### src/rtl/latch_bank_snap.sv
// Bank of per-channel holding registers with sticky change flags and a valid/ready snapshot port.
// Optional macro LATCH_BANK_TRANSPARENT_EN makes dataOut combinationally transparent while crit is high.
module latch_bank_snap #(
  parameter int WIDTH    = 8,
  parameter int CHANNELS = 4
) (
  input  logic                      clk,
  input  logic                      rst_n,
  input  logic [CHANNELS*WIDTH-1:0] dataIn,
  input  logic [CHANNELS-1:0]       crit,
  output logic [CHANNELS*WIDTH-1:0] dataOut,
  output logic [CHANNELS-1:0]       changed,
  input  logic                      snapReq,
  output logic                      snapValid,
  input  logic                      snapReady,
  output logic [CHANNELS*WIDTH-1:0] snapData,
  output logic [CHANNELS-1:0]       snapChanged,
  output logic                      snapDrop
);

  typedef enum logic {IDLE, VALID} state_t;

  state_t                    r_state;
  logic [CHANNELS*WIDTH-1:0] r_data;
  logic [CHANNELS*WIDTH-1:0] r_snapData;
  logic [CHANNELS-1:0]       r_changed;
  logic [CHANNELS-1:0]       r_snapChanged;
  logic                      r_snapValid;
  logic                      r_snapDrop;
  logic [CHANNELS-1:0]       w_loadDiff;
  logic                      w_capture;

  always_comb begin
    w_loadDiff = '0;
    for (int i = 0; i < CHANNELS; i++) begin
      w_loadDiff[i] = crit[i] && (dataIn[i*WIDTH +: WIDTH] != r_data[i*WIDTH +: WIDTH]);
    end
  end

  // A new snapshot is taken from IDLE, or from VALID when the old one is accepted in the same cycle.
  assign w_capture = snapReq && ((r_state == IDLE) || snapReady);

  always_ff @(posedge clk or negedge rst_n) begin
    if (!rst_n) begin
      r_data <= '0;
    end else begin
      for (int i = 0; i < CHANNELS; i++) begin
        if (crit[i]) begin
          r_data[i*WIDTH +: WIDTH] <= dataIn[i*WIDTH +: WIDTH];
        end
      end
    end
  end

  // Clearing on capture is OR-ed with new differences so a same-cycle change is never lost.
  always_ff @(posedge clk or negedge rst_n) begin
    if (!rst_n) begin
      r_changed <= '0;
    end else begin
      r_changed <= (w_capture ? '0 : r_changed) | w_loadDiff;
    end
  end

  always_ff @(posedge clk or negedge rst_n) begin
    if (!rst_n) begin
      r_state       <= IDLE;
      r_snapValid   <= 1'b0;
      r_snapData    <= '0;
      r_snapChanged <= '0;
      r_snapDrop    <= 1'b0;
    end else begin
      case (r_state)
        IDLE: begin
          if (snapReq) begin
            r_state       <= VALID;
            r_snapValid   <= 1'b1;
            r_snapData    <= r_data;
            r_snapChanged <= r_changed;
          end
        end
        VALID: begin
          if (snapReady) begin
            if (snapReq) begin
              r_snapData    <= r_data;
              r_snapChanged <= r_changed;
            end else begin
              r_state     <= IDLE;
              r_snapValid <= 1'b0;
            end
          end else if (snapReq) begin
            r_snapDrop <= 1'b1;
          end
        end
        default: begin
          r_state     <= IDLE;
          r_snapValid <= 1'b0;
        end
      endcase
    end
  end

`ifdef LATCH_BANK_TRANSPARENT_EN
  for (genvar g = 0; g < CHANNELS; g++) begin : gen_transparent
    assign dataOut[g*WIDTH +: WIDTH] = crit[g] ? dataIn[g*WIDTH +: WIDTH] : r_data[g*WIDTH +: WIDTH];
  end
`else
  assign dataOut = r_data;
`endif

  assign changed     = r_changed;
  assign snapValid   = r_snapValid;
  assign snapData    = r_snapData;
  assign snapChanged = r_snapChanged;
  assign snapDrop    = r_snapDrop;

endmodule

### config.mk
export PLATFORM = sky130hd
export DESIGN_NAME = latch_bank_snap
export DESIGN_NICKNAME = d
export VERILOG_FILES = /design/src/rtl/latch_bank_snap.sv
export SDC_FILE = /design/constraint.sdc
export NUM_CORES = 1
export LEC_CHECK = 0
export BUFFER_PORTS_ARGS = -buffer_cell sky130_fd_sc_hd__buf_2
export CAP_MARGIN = 20
export CELL_PAD_IN_SITES_DETAIL_PLACEMENT = 0
export CELL_PAD_IN_SITES_GLOBAL_PLACEMENT = 1
export CORE_MARGIN = 3
export CORE_UTILIZATION = 40
export CTS_CLUSTER_SIZE = 24
export DETAILED_ROUTE_END_ITERATION = 8
export GPL_ROUTABILITY_DRIVEN = 0
export PLACE_DENSITY = 0.81
export SLEW_MARGIN = 20
export SYNTH_ARGS = -nofsm -noshare
export SYNTH_HDL_FRONTEND = slang
export SYNTH_SLANG_ARGS = --single-unit
### constraint.sdc
create_clock -name clk -period 1.3 [get_ports clk]
set_input_delay 0.13 -clock clk [delete_from_list [all_inputs] [get_ports clk]]
set_output_delay 0.13 -clock clk [all_outputs]
set_load 0.05 [all_outputs]
==> impl_metrics.tcl, run 1 <==
set metrics [dict create \
    final-setup-viol-count 0 \
    p_switching_mw 2.728 \
    drtPass1Iterations 4 \
    min-delay-path-class "input port to flip-flop" \
    setup_ws_ns 0.04151 \
    fin_nets 375 \
    layoutNonFillerInstCount 442 \
    crit_arrival_ns 1.49 \
    finalWirelength_mm 6.755 \
    final-seq-area_mm2 0.001877 \
    post_cts_buffers 0 \
    cts.sinks 75 \
    path_cells "nand2b_1 -> nand2_4 -> clkbuf_16 -> mux2_4" \
    antennaDiodeCount 0 \
    max_cap_viol_count 0 \
    cts_buffer_depth 2 \
    place_ws_ns 0.04422 \
    cp_top_family "flip-flops" \
    layout_commonest_cell "buf_2" \
    vias_per_cell 4.742 \
    finalCritPeriodShare 0.9681 \
    pwr-share-clk 0.304 \
    timing.fmax_ghz 0.7946 \
    wl_per_cell_um 15.28 \
    fin_skew_ns 0.01070 \
    utilization 0.5486 \
    clkTransAtPathRegs_ns 0.08 \
    powerDensity_mw_per_mm2 1784 \
    tightest_slew_ns 0.3104 \
    grt_pass1_vias 2144 \
    drt-initial-drc-count 45 \
    layout_common_cells "112 x buf_2, 75 x dfrtp_1, 36 x mux2_4, 32 x xnor2_1, 32 x mux2_2" \
    p_leak_nw 2.068 \
    antenna_found_initial 0 \
    postSynthNetCount 251 \
    ctsRootBufferMaster "clkbuf_8" \
    start_util 0.4166 \
    gr-usage-all-layers 0.1462 \
    multi_input_area_mm2 0.001329 \
    drc 0 \
    finalSetupTns_ns 0 \
    p_comb_frac 0.317 \
    overflow 0 \
    area_growth_pct 31.69 \
    die_h_um 96.41 \
    postPlaceCellArea_mm2 0.003975 \
    cts_inserted_buffers 9 \
    ctsHtreeMaxLevel 3 \
    dieArea_mm2 0.009294 \
    worst_setup_path_end_kind "flip-flop" \
    cts_tree "yes" \
    yosysSeqAreaShare 0.5741 \
    synth_seq_cells 75 \
    io_buffer_count 113 \
    fill_cells 680 \
    ir_worst_vdd_mv 0.9950 \
    fin_hold_ws_ns 0.04667 \
    period_minus_slack_ns 1.258 \
    num_rows 32 \
    status "complete, no violations" \
    design_area_mm2 0.004305 \
    critPathSlowestCell "dfrtp_1" \
    timing.final.hold_violations 0 \
    synth_cell_types 16 \
    place_hpwl_mm 4.789 \
    ant_nets 0 \
    power.internal_mw 4.953 \
    cp_max_fo 11 \
    avgSynthCellArea_um2 15.49 \
    ios 114 \
    num_vias 2096 \
    synth_warnings 0 \
    slew_viol_final 0 \
    power.total_mw 7.681 \
    grt_max_degree 31 \
    slowest_delay_ns 0.40 \
    path_class "flip-flop to flip-flop" \
    critical_path_buf_inv_count 1 \
    synthCells 211 \
    drive_gt1_frac 0.6029 \
    dp_cells 423 \
    worstSetupStartpointType "flip-flop" \
    pwr-share-seq 0.380 \
    synthesis.area_mm2 0.003269 \
    worstPathRequired_ns 1.53 \
    slew_headroom 0.7931 \
    die_x_um 96.41 \
    core_area_mm2 0.007848 \
    swShare 0.3551 \
    grt_pass1_wl_mm 10.34 \
    insertion_delay_ns 0.34 \
]
## path summary, 6_finish.rpt
path | depth (start not counted) | slack, ns | endpoint | from
min in group asynchronous | 2 | 0.22 | dataOut[7]$_DFFE_PN0P_ | rst_n
max in group asynchronous | 3 | 0.55 | dataOut[20]$_DFFE_PN0P_ | rst_n
hold / removal | 2 | 0.05 | dataOut[18]$_DFFE_PN0P_ | dataIn[18]
setup reg to reg | 4 | 0.04 | snapData[21]$_DFFE_PN0P_ | r_state$_DFF_PN0_
hold reg to reg | 1 | 0.48 | snapValid$_DFFE_PN0P_ | r_state$_DFF_PN0_
setup / recovery | 4 | 0.04 | snapData[21]$_DFFE_PN0P_ | r_state$_DFF_PN0_
## synth_stat cells
master / count / share of area
buf_2: 4 / 0.0061
dfrtp_1: 75 / 0.57
nand2_2: 1 / 0.0019
xnor2_1: 32 / 0.086
mux2_4: 36 / 0.17
mux2_2: 32 / 0.11
or2b_1: 1 / 0.0023
nor2_1: 1 / 0.0011
nand2_1: 8 / 0.0092
a21oi_1: 1 / 0.0015
inv_1: 1 / 0.0011
nand2b_1: 1 / 0.0019
a31o_2: 1 / 0.0027
o21ai_0: 5 / 0.0077
nand4_1: 8 / 0.015
buf_6: 4 / 0.014
## power groups by stage
stage / logic (mW) / registers (mW) / clock network, mW
3_3_place_gp: 2.40 / 2.95 / 0
2_1_floorplan: 0.664 / 4.10 / 0
4_1_cts: 2.43 / 2.92 / 2.41
6_report: 2.43 / 2.92 / 2.33
3_5_place_dp: 2.43 / 2.96 / 0
5_1_grt: 2.56 / 2.97 / 2.51
## logic make-up after synthesis
logic type,synth area share
DFF,0.5741
muxes,0.2755
xor gates and xnor gates,0.08573
and+or+nand+nor,0.03177
buffers and inverters,0.02105
AOI/OAI and AO/OA,0.01186
## layout make-up
| class | instances | share of cell area |
|---|---|---|
| clock buffers | 10 | 0.02964 |
| well taps | 102 | 0.02964 |
| repair buffers | 121 | 0.1633 |
| flip-flops and latches | 75 | 0.4359 |
| multi-input cells | 127 | 0.3086 |
| clock inverters | 6 | 0.03197 |
| inverters | 1 | 0.0008718 |
## state kept, by name, summed over array words and instances, names as in the netlist
| signal | cells |
|---|---|
| changed | 4 |
| dataOut | 32 |
| r_state | 1 |
| snapChanged | 4 |
| snapData | 32 |
| snapDrop | 1 |
| snapValid | 1 |
## per-layer routing
metal,vias up,global-route usage,part of all wire
li1,983,-,-
met4,0,0.05958,0.012
met2,67,0.2358,0.47
met1,1038,0.1872,0.45
met3,8,0.03873,0.065
met5,-,0,0
## repair_timing
| item | CTS | global route |
|---|---|---|
| hold buffers | 1 | 0 |
| setup endpoints to repair | 0 | 7 |
| resized for setup | 0 | 1 |
| hold endpoints to repair | 51 | 0 |
Note: power is estimated with default switching activity, not from simulation.
==> run 2, diff against run 1 <==
Settings changed: CORE_ASPECT_RATIO set to 2.
==> run 2 against run 1 <==
Effect of this change:
- global-route usage grew 0.40 points
- clock power rose by 6%
- non-clock buffer count decreased by 2
- critical path type unchanged
- critical endpoint unchanged
- largest power group unchanged
==> impl_metrics.tcl, run 2 (synthesis gave the netlist of run 1 again) <==
set metrics [dict create \
    final-setup-viol-count 0 \
    cts_buffer_depth 2 \
    cts_inserted_buffers 9 \
    io_buffer_count 113 \
    slew_viol_final 0 \
    start_util 0.4116 \
    drt-initial-drc-count 64 \
    ctsHoldBuffers 1 \
    ios 114 \
    core_area_mm2 0.007943 \
    fin_nets 373 \
    place_hpwl_mm 5.087 \
    crit_arrival_ns 1.44 \
    min-delay-path-class "input port to flip-flop" \
    powerDensity_mw_per_mm2 1820 \
    place_ws_ns 0.07658 \
    wl_per_cell_um 15.82 \
    timing.fmax_ghz 0.8119 \
    insertion_delay_ns 0.33 \
    ir_worst_vdd_mv 1.088 \
    status "complete, no violations" \
    die_x_um 69.93 \
    overflow 0 \
    post_cts_buffers 0 \
    grt_max_degree 29 \
    p_leak_nw 2.058 \
    worstPathRequired_ns 1.51 \
    layout_commonest_cell "buf_2" \
    max_cap_viol_count 0 \
    path_cells "nand2b_1 -> nand2_2 -> buf_12 -> mux2_4" \
    area_growth_pct 31.08 \
    grt_pass1_wl_mm 10.97 \
    cts_tree "yes" \
    dieArea_mm2 0.009360 \
    antennaDiodeCount 0 \
    ctsHtreeMaxLevel 3 \
    vias_per_cell 4.774 \
    drc 0 \
    tightest_slew_ns 0.3968 \
    clkTransAtPathRegs_ns 0.06 \
    drtPass1Iterations 4 \
    power.total_mw 7.798 \
    path_class "flip-flop to flip-flop" \
    rsz0062_at_grt "no" \
    setup_ws_ns 0.06831 \
    cp_max_fo 19 \
    grt_pass1_vias 2146 \
    ctsRootBufferMaster "clkbuf_16" \
    postPlaceCellArea_mm2 0.003980 \
    finalWirelength_mm 6.864 \
    die_h_um 133.9 \
    num_vias 2072 \
    drive_gt1_frac 0.6006 \
    worst_setup_path_end_kind "flip-flop" \
    antenna_found_initial 0 \
    cts-resized-gates 0 \
    utilization 0.5395 \
    design_area_mm2 0.004285 \
    finalCritPeriodShare 0.9475 \
    num_rows 46 \
    worstSetupStartpointType "flip-flop" \
    slowest_delay_ns 0.37 \
    critPathSlowestCell "dfrtp_1" \
    ant_nets 0 \
    period_minus_slack_ns 1.232 \
    gr-usage-all-layers 0.1502 \
    finalSetupTns_ns 0 \
    timing.final.hold_violations 0 \
    slew_headroom 0.7355 \
    cts.sinks 75 \
    fin_skew_ns 0.005965 \
    layout_common_cells "112 x buf_2, 75 x dfrtp_1, 36 x mux2_4, 32 x xnor2_1, 32 x mux2_2" \
]
==> run 2: cell types whose count changed in the layout (fill, tap and decap cells not counted) <==
cell / previous run / this run
clkinvlp_4: 0 / 1
bufinv_16: 4 / 1
clkbuf_8: 9 / 1
clkinv_4: 2 / 0
clkinv_2: 0 / 3
clkbuf_16: 2 / 9
buf_12: 3 / 4
nand2_4: 1 / 0
nand2_2: 0 / 1
buf_4: 3 / 2
==> run 2: area by class of cell <==
| class | instances | area, um2 |
|---|---|---|
| Multi-Input combinational cell | 127 | 1324 |
| Fill cell | 719 | 3657 |
| Tap cell | 96 | 120.1 |
| Clock inverter | 5 | 52.55 |
| Inverter | 1 | 3.754 |
| Clock buffer | 11 | 242.7 |
| Timing Repair Buffer | 119 | 665.6 |
| Sequential cell | 75 | 1877 |
==> run 2: path summary, 6_finish.rpt <==
kind	startpoint	to	slack [ns]	depth (start not counted)
worst max-delay path	r_state$_DFF_PN0_	snapData[21]$_DFFE_PN0P_	0.07	4
worst min-delay path	dataIn[11]	dataOut[11]$_DFFE_PN0P_	0.06	2
worst max register to register	r_state$_DFF_PN0_	snapData[21]$_DFFE_PN0P_	0.07	4
worst min register to register	snapDrop$_DFFE_PN0P_	snapDrop$_DFFE_PN0P_	0.48	1
max in group asynchronous	rst_n	snapValid$_DFFE_PN0P_	0.54	3
min in group asynchronous	rst_n	snapData[18]$_DFFE_PN0P_	0.26	2
==> run 2: metrics by stage <==
stage	cells	hold WS [ns]
5_1_grt	434	0.05281
4_1_cts	434	0.04651
3_5_place_dp	417	0.08565
2_1_floorplan	211	-0.1656
6_report	434	0.06008
3_3_place_gp	417	0.07744
==> run 2: metal layers <==
layer,track usage,vias up,wire length (um)
met5,0,-,0
met4,0.06077,0,93
met1,0.1730,1028,2626
met3,0.04126,5,365
li1,-,975,-
met2,0.2608,64,3778
==> run 2: critical path, delay by kind of cell (launching register included) <==
| kind | cells | cell delay, ns |
|---|---|---|
| buffers and inverters | 1 | 0.20 |
| multiplexers | 1 | 0.31 |
| AND/OR/NAND/NOR | 2 | 0.23 |
| flip-flops | 1 | 0.37 |
==> run 2: power by group <==
part           leakage (nW)  internal (mW)  switching [mW]  total [mW]
registers             0.865           2.67           0.253        2.92
clock network         0.145           1.53           0.930        2.46
logic                  1.05          0.798            1.62        2.42
==> run 3, diff against run 2 <==
Settings changed: CORE_MARGIN 3 to not set.
==> run 3 against run 2 <==
Effect of this change:
- wire length fell by 2.0%
- non-clock buffer count fell by 1
- first-iteration DRC count rose by 9.4%
- total power rose by 9.5%
- die area fell by 8.5%
- cell area rose by 1.7%
- clock power rose by 30%
- core utilization rose by 0.93 points
- maximum frequency barely moved
- highest routed layer unchanged
- critical path depth did not move
- via count rose by 0.48%
==> impl_metrics.tcl, run 3 (synthesis gave the netlist of run 1 again) <==
set metrics [dict create \
    status "complete, no violations" \
    cts_tree "yes" \
    drive_gt1_frac 0.6024 \
    fin_skew_ns 0.003002 \
    vias_per_cell 4.808 \
    wl_per_cell_um 15.53 \
    path_class "flip-flop to flip-flop" \
    design_area_mm2 0.004359 \
    worstPathRequired_ns 1.51 \
    final-setup-viol-count 0 \
    worstSetupStartpointType "flip-flop" \
    core_area_mm2 0.007943 \
    num_vias 2082 \
    grt_pass1_wl_mm 10.56 \
    finalSetupTns_ns 0 \
    ios 114 \
    ctsRootBufferMaster "clkbuf_16" \
    cp_max_fo 20 \
    post_cts_buffers 0 \
    timing.fmax_ghz 0.8111 \
    fin_nets 372 \
    die_h_um 129.9 \
    cts-resized-gates 0 \
    dieArea_mm2 0.008561 \
    overflow 0 \
    insertion_delay_ns 0.33 \
    layout_commonest_cell "buf_2" \
    num_rows 46 \
    timing.final.hold_violations 0 \
    start_util 0.4116 \
    finalCritPeriodShare 0.9484 \
    crit_arrival_ns 1.45 \
    grt_pass1_vias 2144 \
    tightest_slew_ns 0.3551 \
    worst_setup_path_end_kind "flip-flop" \
    slew_headroom 0.7633 \
    cts_inserted_buffers 9 \
    ant_nets 0 \
    rsz0062_at_grt "no" \
    cts.sinks 75 \
    antennaDiodeCount 0 \
    postPlaceCellArea_mm2 0.003960 \
    power.total_mw 8.542 \
    drc 0 \
    ctsHtreeMaxLevel 3 \
    fin_hold_ws_ns 0.05745 \
    drtPass1Iterations 4 \
    ir_worst_vdd_mv 0.9217 \
    cts_buffer_depth 2 \
    powerDensity_mw_per_mm2 1960 \
    die_x_um 65.93 \
    area_growth_pct 33.33 \
    ctsHoldBuffers 1 \
    period_minus_slack_ns 1.233 \
    drt-initial-drc-count 70 \
    min-delay-path-class "input port to flip-flop" \
    antenna_found_initial 0 \
    max_cap_viol_count 0 \
    layout_common_cells "112 x buf_2, 75 x dfrtp_1, 36 x mux2_4, 32 x xnor2_1, 32 x mux2_2" \
    place_hpwl_mm 4.906 \
    slew_viol_final 0 \
    clkTransAtPathRegs_ns 0.06 \
    finalWirelength_mm 6.725 \
    grt_max_degree 35 \
    p_leak_nw 2.093 \
    gr-usage-all-layers 0.1681 \
    io_buffer_count 113 \
]
-- run 3: critical path, cell delays in order, from the launching register on --
cell	delay [ns]
dfrtp_1	0.36
nand2b_1	0.09
nand2_2	0.13
buf_12	0.20
mux2_4	0.32
-- run 3: path summary, 6_finish.rpt --
kind | endpoint | depth (start not counted) | slack [ns] | from
max | snapData[2]$_DFFE_PN0P_ | 4 | 0.07 | r_state$_DFF_PN0_
min | dataOut[13]$_DFFE_PN0P_ | 2 | 0.06 | dataIn[13]
max reg2reg | snapData[2]$_DFFE_PN0P_ | 4 | 0.07 | r_state$_DFF_PN0_
min reg2reg | snapDrop$_DFFE_PN0P_ | 1 | 0.47 | snapDrop$_DFFE_PN0P_
max in group asynchronous | snapChanged[0]$_DFFE_PN0P_ | 3 | 0.50 | rst_n
min in group asynchronous | dataOut[9]$_DFFE_PN0P_ | 2 | 0.25 | rst_n
-- run 3: cell type report --
cell class                 instances  area, um2
clock buffer                       9      225.2
clock inverter                     7      163.9
fill                             702       3583
inverter                           1      3.754
multi-input combinational        127       1324
sequential                        75       1877
tap                               96      120.1
timing repair buffer             118      645.6
-- run 3: per-layer routing --
layer,global-route usage,share of wire,wire [um],vias up
li1,-,-,-,970
met4,0.07801,0.021,144,0
met5,0,0,0,-
met2,0.2953,0.55,3732,64
met3,0.04545,0.044,296,10
met1,0.1826,0.38,2551,1038
-- run 3: power breakdown --
group,internal (mW),switching (mW)
sequential,2.67,0.251
combinational,0.792,1.62
clock,2.26,0.948
total,5.72,2.82
-- run 3: per-stage QoR --
step,setup slack [ns],util,cells
6_report,0.06714,0.5488,433
5_1_grt,0.01010,0.5488,433
4_1_cts,0.06204,0.5488,433
3_5_place_dp,0.07529,0.4986,416
3_3_place_gp,0.09972,0.4986,416
2_1_floorplan,0.06478,-,211
